## src/rtl/vend_mmio_bridge.sv

```systemverilog
// Vending-machine MMIO bridge: coin/refund event FIFO, paced coin-return dispenser, timed vend outputs.
// Optional input debouncing is enabled by defining VEND_DEBOUNCE_EN.
module vend_mmio_bridge #(
    parameter int DEPTH    = 4,
    parameter int PRODUCTS = 1,
    parameter int TICK_DIV = 16
) (
    input  logic                clk,
    input  logic                reset,
    input  logic                nickel,
    input  logic                dime,
    input  logic                quarter,
    input  logic                refund,
    input  logic [31:0]         mem_addr,
    input  logic                mem_we,
    input  logic                mem_re,
    input  logic [31:0]         mem_wdata,
    output logic [31:0]         mem_rdata,
    output logic                nickel_out,
    output logic                dime_out,
    output logic                quarter_out,
    output logic [PRODUCTS-1:0] vend,
    output logic                tick,
    output logic                irq
);

    localparam int PW = $clog2(DEPTH);
    localparam int CW = $clog2(DEPTH + 1);
    localparam int TW = $clog2(TICK_DIV);
    localparam int VW = $clog2(TICK_DIV + 1);

    typedef enum logic [1:0] {S_IDLE, S_WAIT, S_EMIT, S_GAP} disp_state_t;

    logic [1:0] sel;
    logic       wr_status, wr_change, wr_vend;
    logic       unused_bits;

    assign sel       = mem_addr[3:2];
    assign wr_status = mem_we && (sel == 2'd1);
    assign wr_change = mem_we && (sel == 2'd2);
    assign wr_vend   = mem_we && (sel == 2'd3);
    assign unused_bits = ^{mem_addr[31:4], mem_addr[1:0], mem_wdata[31:8]};

    logic [TW-1:0] div_q, div_d;
    assign tick = (div_q == TW'(TICK_DIV - 1));

    always_comb begin
        div_d = tick ? '0 : div_q + TW'(1);
    end

    logic [3:0] in_raw, lvl, rise, prev_q, prev_d;
    assign in_raw = {refund, quarter, dime, nickel};

`ifdef VEND_DEBOUNCE_EN
    // A level counts only once it was also high on the previous sample.
    logic [3:0] sync_q, sync_d;

    always_comb begin
        sync_d = in_raw;
        lvl    = in_raw & sync_q;
    end

    always_ff @(posedge clk or posedge reset) begin
        if (reset) sync_q <= '0;
        else       sync_q <= sync_d;
    end
`else
    assign lvl = in_raw;
`endif

    logic [5:0] cents;
    logic [6:0] entry_d;
    logic       push;

    always_comb begin
        prev_d  = lvl;
        rise    = lvl & ~prev_q;
        push    = |rise;
        cents   = (lvl[0] ? 6'd5 : 6'd0) + (lvl[1] ? 6'd10 : 6'd0) + (lvl[2] ? 6'd25 : 6'd0);
        entry_d = {rise[3], cents};
    end

    logic [6:0]    mem_q [DEPTH];
    logic [PW-1:0] wr_ptr_q, wr_ptr_d, rd_ptr_q, rd_ptr_d;
    logic [CW-1:0] count_q, count_d;
    logic          ovf_q, ovf_d, irq_q, irq_d;
    logic          empty, full, pop, push_ok;
    logic [6:0]    head;

    assign empty = (count_q == '0);
    assign full  = (count_q == CW'(DEPTH));
    assign head  = mem_q[rd_ptr_q];

    always_comb begin
        pop      = mem_re && (sel == 2'd0) && !empty;
        // A pop frees a slot in the same cycle, so a full FIFO can still accept.
        push_ok  = push && (!full || pop);
        wr_ptr_d = push_ok ? wr_ptr_q + PW'(1) : wr_ptr_q;
        rd_ptr_d = pop ? rd_ptr_q + PW'(1) : rd_ptr_q;
        count_d  = count_q;
        case ({push_ok, pop})
            2'b10:   count_d = count_q + CW'(1);
            2'b01:   count_d = count_q - CW'(1);
            default: count_d = count_q;
        endcase
        ovf_d = ovf_q;
        if (wr_status && mem_wdata[0]) ovf_d = 1'b0;
        if (push && full && !pop)      ovf_d = 1'b1;
        irq_d = !empty;
    end

    always_ff @(posedge clk) begin
        if (push_ok) mem_q[wr_ptr_q] <= entry_d;
    end

    logic [PRODUCTS-1:0] vend_q, vend_d;
    logic [VW-1:0]       vcnt_q, vcnt_d;

    always_comb begin
        vend_d = vend_q;
        vcnt_d = vcnt_q;
        if (wr_vend) begin
            vend_d = mem_wdata[PRODUCTS-1:0];
            vcnt_d = VW'(TICK_DIV);
        end else if (vcnt_q != '0) begin
            vcnt_d = vcnt_q - VW'(1);
            if (vcnt_q == VW'(1)) vend_d = '0;
        end
    end

    disp_state_t state_q, state_d;
    logic [7:0]  rem_q, rem_d;
    logic [2:0]  coin_q, coin_d;
    logic        busy;

    assign busy = (state_q != S_IDLE);

    always_comb begin
        state_d = state_q;
        rem_d   = rem_q;
        coin_d  = coin_q;
        case (state_q)
            S_IDLE: begin
                if (wr_change) begin
                    rem_d   = mem_wdata[7:0];
                    state_d = S_WAIT;
                end
            end
            S_WAIT, S_GAP: begin
                if (tick) begin
                    state_d = S_EMIT;
                    if (rem_q >= 8'd25) begin
                        coin_d = 3'b100;
                        rem_d  = rem_q - 8'd25;
                    end else if (rem_q >= 8'd10) begin
                        coin_d = 3'b010;
                        rem_d  = rem_q - 8'd10;
                    end else if (rem_q >= 8'd5) begin
                        coin_d = 3'b001;
                        rem_d  = rem_q - 8'd5;
                    end else begin
                        // Sub-nickel residue cannot be paid out and is dropped.
                        state_d = S_IDLE;
                        rem_d   = '0;
                    end
                end
            end
            S_EMIT: begin
                if (tick) begin
                    coin_d  = '0;
                    state_d = S_GAP;
                end
            end
            default: state_d = S_IDLE;
        endcase
    end

    always_ff @(posedge clk or posedge reset) begin
        if (reset) begin
            div_q    <= '0;
            prev_q   <= '0;
            wr_ptr_q <= '0;
            rd_ptr_q <= '0;
            count_q  <= '0;
            ovf_q    <= 1'b0;
            irq_q    <= 1'b0;
            vend_q   <= '0;
            vcnt_q   <= '0;
            state_q  <= S_IDLE;
            rem_q    <= '0;
            coin_q   <= '0;
        end else begin
            div_q    <= div_d;
            prev_q   <= prev_d;
            wr_ptr_q <= wr_ptr_d;
            rd_ptr_q <= rd_ptr_d;
            count_q  <= count_d;
            ovf_q    <= ovf_d;
            irq_q    <= irq_d;
            vend_q   <= vend_d;
            vcnt_q   <= vcnt_d;
            state_q  <= state_d;
            rem_q    <= rem_d;
            coin_q   <= coin_d;
        end
    end

    logic [7:0] count8;
    assign count8 = 8'(count_q);

    always_comb begin
        mem_rdata = '0;
        case (sel)
            2'd0: if (!empty) mem_rdata = {head[6], 25'b0, head[5:0]};
            2'd1: mem_rdata = {16'b0, count8, 4'b0, busy, full, empty, ovf_q};
            2'd2: mem_rdata = {24'b0, rem_q};
            default: mem_rdata[PRODUCTS-1:0] = vend_q;
        endcase
    end

    assign nickel_out  = coin_q[0];
    assign dime_out    = coin_q[1];
    assign quarter_out = coin_q[2];
    assign vend        = vend_q;
    assign irq         = irq_q;

endmodule

```

## config.mk

```make
export PLATFORM = sky130hd
export DESIGN_NAME = vend_mmio_bridge
export DESIGN_NICKNAME = d
export VERILOG_FILES = /design/src/rtl/vend_mmio_bridge.sv
export SDC_FILE = /design/constraint.sdc
export NUM_CORES = 1
export LEC_CHECK = 0
export ABC_AREA = 1
export BUFFER_PORTS_ARGS = -buffer_cell sky130_fd_sc_hd__buf_2
export CAP_MARGIN = 5
export CORE_MARGIN = 3
export CORE_UTILIZATION = 57
export DETAILED_ROUTE_END_ITERATION = 7
export MAX_ROUTING_LAYER = met4
export PLACE_DENSITY = 0.88
export SYNTH_ARGS = -nofsm -noshare
export SYNTH_HDL_FRONTEND = slang
export SYNTH_SLANG_ARGS = --single-unit
```

## constraint.sdc

```tcl
create_clock -name clk -period 4.1 [get_ports clk]
set_input_delay 0.615 -clock clk [delete_from_list [all_inputs] [get_ports clk]]
set_output_delay 0.615 -clock clk [all_outputs]
set_load 0.01 [all_outputs]
```

==> impl_metrics.sql <==
INSERT INTO impl_metrics (metric_group, metric, value, unit) VALUES
('critical_path', 'cp.buffers_inverters', '2', ''),
('drt', 'vias', '3097', ''),
('clocking', 'tritoncts.num_buffers', '9', ''),
('placed_design', 'dp.final_hpwl', '5.85', 'mm'),
('drt', 'remaining_drc_errors', '0', ''),
('floorplanning', 'row_count', '29', ''),
('clocking', 'clockBufferDepth', '2', ''),
('grt', 'grt_pass1_vias', '2887', ''),
('critical_path', 'cp_max_fo', '16', ''),
('logic_synthesis', 'synth-seq-area-share', '45.1', '%'),
('logic_synthesis', 'dominantRegCellSynth', 'sky130_fd_sc_hd__dfrtp_1', ''),
('grt', 'grt_first_pass_wirelength', '12.8', 'mm'),
('run', 'max-cap-violations', '0', ''),
('logic_synthesis', 'synth.top_cell.area_share', '23.3', '%'),
('finish', 'final_core_utilization', '65.0', '%'),
('finish', 'layout_common_cells', '100 x sky130_fd_sc_hd__nand2_1, 57 x sky130_fd_sc_hd__nor2_1, 51 x sky130_fd_sc_hd__inv_1', ''),
('power', 'leakage', '2.05', 'nW'),
('timing', 'rsz0062_at_grt', 'false', ''),
('logic_synthesis', 'synth.avg_cell_area', '8.41', 'um2'),
('drt', 'ant_nets', '0', ''),
('clocking', 'clock_sink_count', '64', ''),
('floorplanning', 'floorplan.die.height', '88.3', 'um'),
('grt', 'grt_use_total', '22.6', '%'),
('timing', 'timing.setup.tns', '0', 'ns'),
('logic_synthesis', 'synth.area.top_cells', 'sky130_fd_sc_hd__dfrtp_1 23%, sky130_fd_sc_hd__edfxtp_1 22%, sky130_fd_sc_hd__nand2_1 9.7%', ''),
('critical_path', 'worstPathRequired', '3.48', 'ns'),
('finish', 'layout.cells.most_common', 'sky130_fd_sc_hd__nand2_1', ''),
('drt', 'wirelength', '8.14', 'mm'),
('logic_synthesis', 'post_synth_num_cell_types', '39', ''),
('critical_path', 'timing.critical_path.arrival', '2.11', 'ns'),
('logic_synthesis', 'synthesis_stage_register_bit_count', '64', ''),
('logic_synthesis', 'yosysTopAreaCell', 'sky130_fd_sc_hd__dfrtp_1', ''),
('logic_synthesis', 'synth_warnings', '0', ''),
('drt', 'detail_route.vias_per_cell', '5.35', ''),
('logic_synthesis', 'post_synth_inst_count', '459', ''),
('placed_design', 'place_area', '4020', 'um2'),
('floorplanning', 'initial_utilization', '59.8', '%'),
('clocking', 'cts_setup_buffers', '0', ''),
('outcome', 'status', 'finished, final reports clean', ''),
('placed_design', 'gp_routability_congestion', '0.932', ''),
('timing', 'finalWorstSetupSlack', '1.38', 'ns'),
('finish', 'finish.net_count', '591', ''),
('grt', 'antenna_found_initial', '0', ''),
('min_path', 'min-delay-path-class', 'input port to async pin', ''),
('logic_synthesis', 'synth_area', '3860', 'um2'),
('finish', 'layout.filler_cells', '518', ''),
('drt', 'detail_route.first_pass.iterations', '4', ''),
('timing', 'fin_skew', '0.00830', 'ns'),
('critical_path', 'kind_of_cell_adding_the_most_delay_to_the_critical_path', 'flip-flops', ''),
('placed_design', 'placement.io_buffers', '35', ''),
('clocking', 'postCtsResizedCells', '0', ''),
('critical_path', 'cp-end-kind', 'output port', ''),
('drt', 'wl_per_cell', '14.1', 'um'),
('placed_design', 'post-place-ws', '1.49', 'ns'),
('clocking', 'cts-hold-fix-buffers', '0', ''),
('timing', 'hold_viol_final', '0', ''),
('clocking', 'worst_setup_hold_path_clk_slew', '0.08', 'ns'),
('finish', 'synthToLayoutAreaGrowth', '8.69', '%'),
('grt', 'grt_overflow_total', '0', ''),
('finish', 'finalInstanceArea', '4200', 'um2'),
('clocking', 'insertion_delay', '0.35', 'ns'),
('floorplanning', 'area_of_the_die', '7800', 'um2'),
('timing', 'layout_worst_path_cycle_share', '66.4', '%'),
('logic_synthesis', 'synth_edf_count', '28', ''),
('timing', 'slew_headroom', '54.7', '%'),
('timing', 'holdWs', '0.365', 'ns'),
('clocking', 'tritoncts_clock_tree', 'done', ''),
('drt', '1st_iter_drt_viols', '164', ''),
('timing', 'timing_max_transition_violations_final', '0', ''),
('floorplanning', 'core_region_area', '6460', 'um2'),
('timing', 'worstMarginPinSlew', '0.677', 'ns');
==> per-layer routing <==
layer | share of wire (%) | track usage (%)
met1 | 39 | 24.4
met2 | 53 | 38.9
met3 | 6.3 | 6.15
met4 | 2.2 | 10.0
met5 | 0 | -
==> stage by stage <==
stage          std cells  power, mW
2_1_floorplan        478       1.35
3_5_place_dp         563       1.51
5_1_grt              579       2.12
3_3_place_gp         563       1.46
6_report             579       2.00
4_1_cts              579       2.01
==> sequential cells by signal, summed over array words and instances (netlist names), named ones only <==
| register | flops |
|---|---|
| coin_q | 3 |
| count_q | 3 |
| div_q | 4 |
| irq | 1 |
| mem_q | 28 |
| ovf_q | 1 |
| prev_q | 4 |
| rd_ptr_q | 2 |
| rem_q | 8 |
| state_q | 1 |
| vcnt_q | 5 |
| vend | 1 |
| wr_ptr_q | 2 |
==> worst min-delay path, delay by kind of cell <==
kind / cells / cell delay [ns]
buffers and inverters: 3 / 0.55
==> cells by family after synthesis <==
kind of cell    share of synthesized area [%]
compound gates                           9.04
fa+ha+maj                                7.33
other cells                            0.0972
buf+inv                                  10.9
simple gates                             23.5
flops                                    45.1
xor+xnor                                 4.08
==> where the power goes <==
| part | leakage [nW] | total, mW | internal, mW | switching [mW] |
|---|---|---|---|---|
| Clock | 0.0887 | 0.490 | 0.236 | 0.254 |
| Combinational | 1.27 | 0.564 | 0.201 | 0.362 |
| Sequential | 0.688 | 0.943 | 0.838 | 0.105 |
==> synth_stat cells, types with 5 or more instances <==
| library cell | instances |
|---|---|
| sky130_fd_sc_hd__a21oi_1 | 17 |
| sky130_fd_sc_hd__buf_4 | 22 |
| sky130_fd_sc_hd__clkbuf_1 | 5 |
| sky130_fd_sc_hd__dfrtp_1 | 36 |
| sky130_fd_sc_hd__edfxtp_1 | 28 |
| sky130_fd_sc_hd__ha_1 | 21 |
| sky130_fd_sc_hd__inv_1 | 51 |
| sky130_fd_sc_hd__inv_2 | 7 |
| sky130_fd_sc_hd__nand2_1 | 100 |
| sky130_fd_sc_hd__nand2_2 | 5 |
| sky130_fd_sc_hd__nand3_1 | 25 |
| sky130_fd_sc_hd__nor2_1 | 57 |
| sky130_fd_sc_hd__nor2_4 | 5 |
| sky130_fd_sc_hd__o21ai_0 | 20 |
| sky130_fd_sc_hd__xor2_1 | 16 |
==> path summary, 6_finish.rpt <==
| check | start | to | slack [ns] | cells past startpoint |
|---|---|---|---|---|
| hold / removal | reset | vcnt_q[4]$_DFFE_PP0P_ | 0.37 | 3 |
| setup reg to reg | count_q[0]$_DFFE_PP0P_ | count_q[2]$_DFFE_PP0P_ | 1.88 | 9 |
| min in group clk | refund | prev_q[3]$_DFF_PP0_ | 0.39 | 1 |
| setup / recovery | rd_ptr_q[0]$_DFFE_PP0N_ | mem_rdata[2] | 1.38 | 6 |
| hold reg to reg | vcnt_q[4]$_DFFE_PP0P_ | vcnt_q[4]$_DFFE_PP0P_ | 0.50 | 1 |
| max in group asynchronous | reset | rd_ptr_q[1]$_DFFE_PP0N_ | 3.40 | 3 |
==> layout make-up <==
cell class | count | area (um2) | share of cell area, %
multi-input combinational | 327 | 1770 | 42.2
sequential | 64 | 1740 | 41.5
inverter | 59 | 224 | 5.34
timing repair buffer | 36 | 183 | 4.35
clock buffer | 10 | 138 | 3.28
tap | 77 | 96.3 | 2.30
clock inverter | 6 | 42.5 | 1.01
Power figures use the tool's default switching activity.
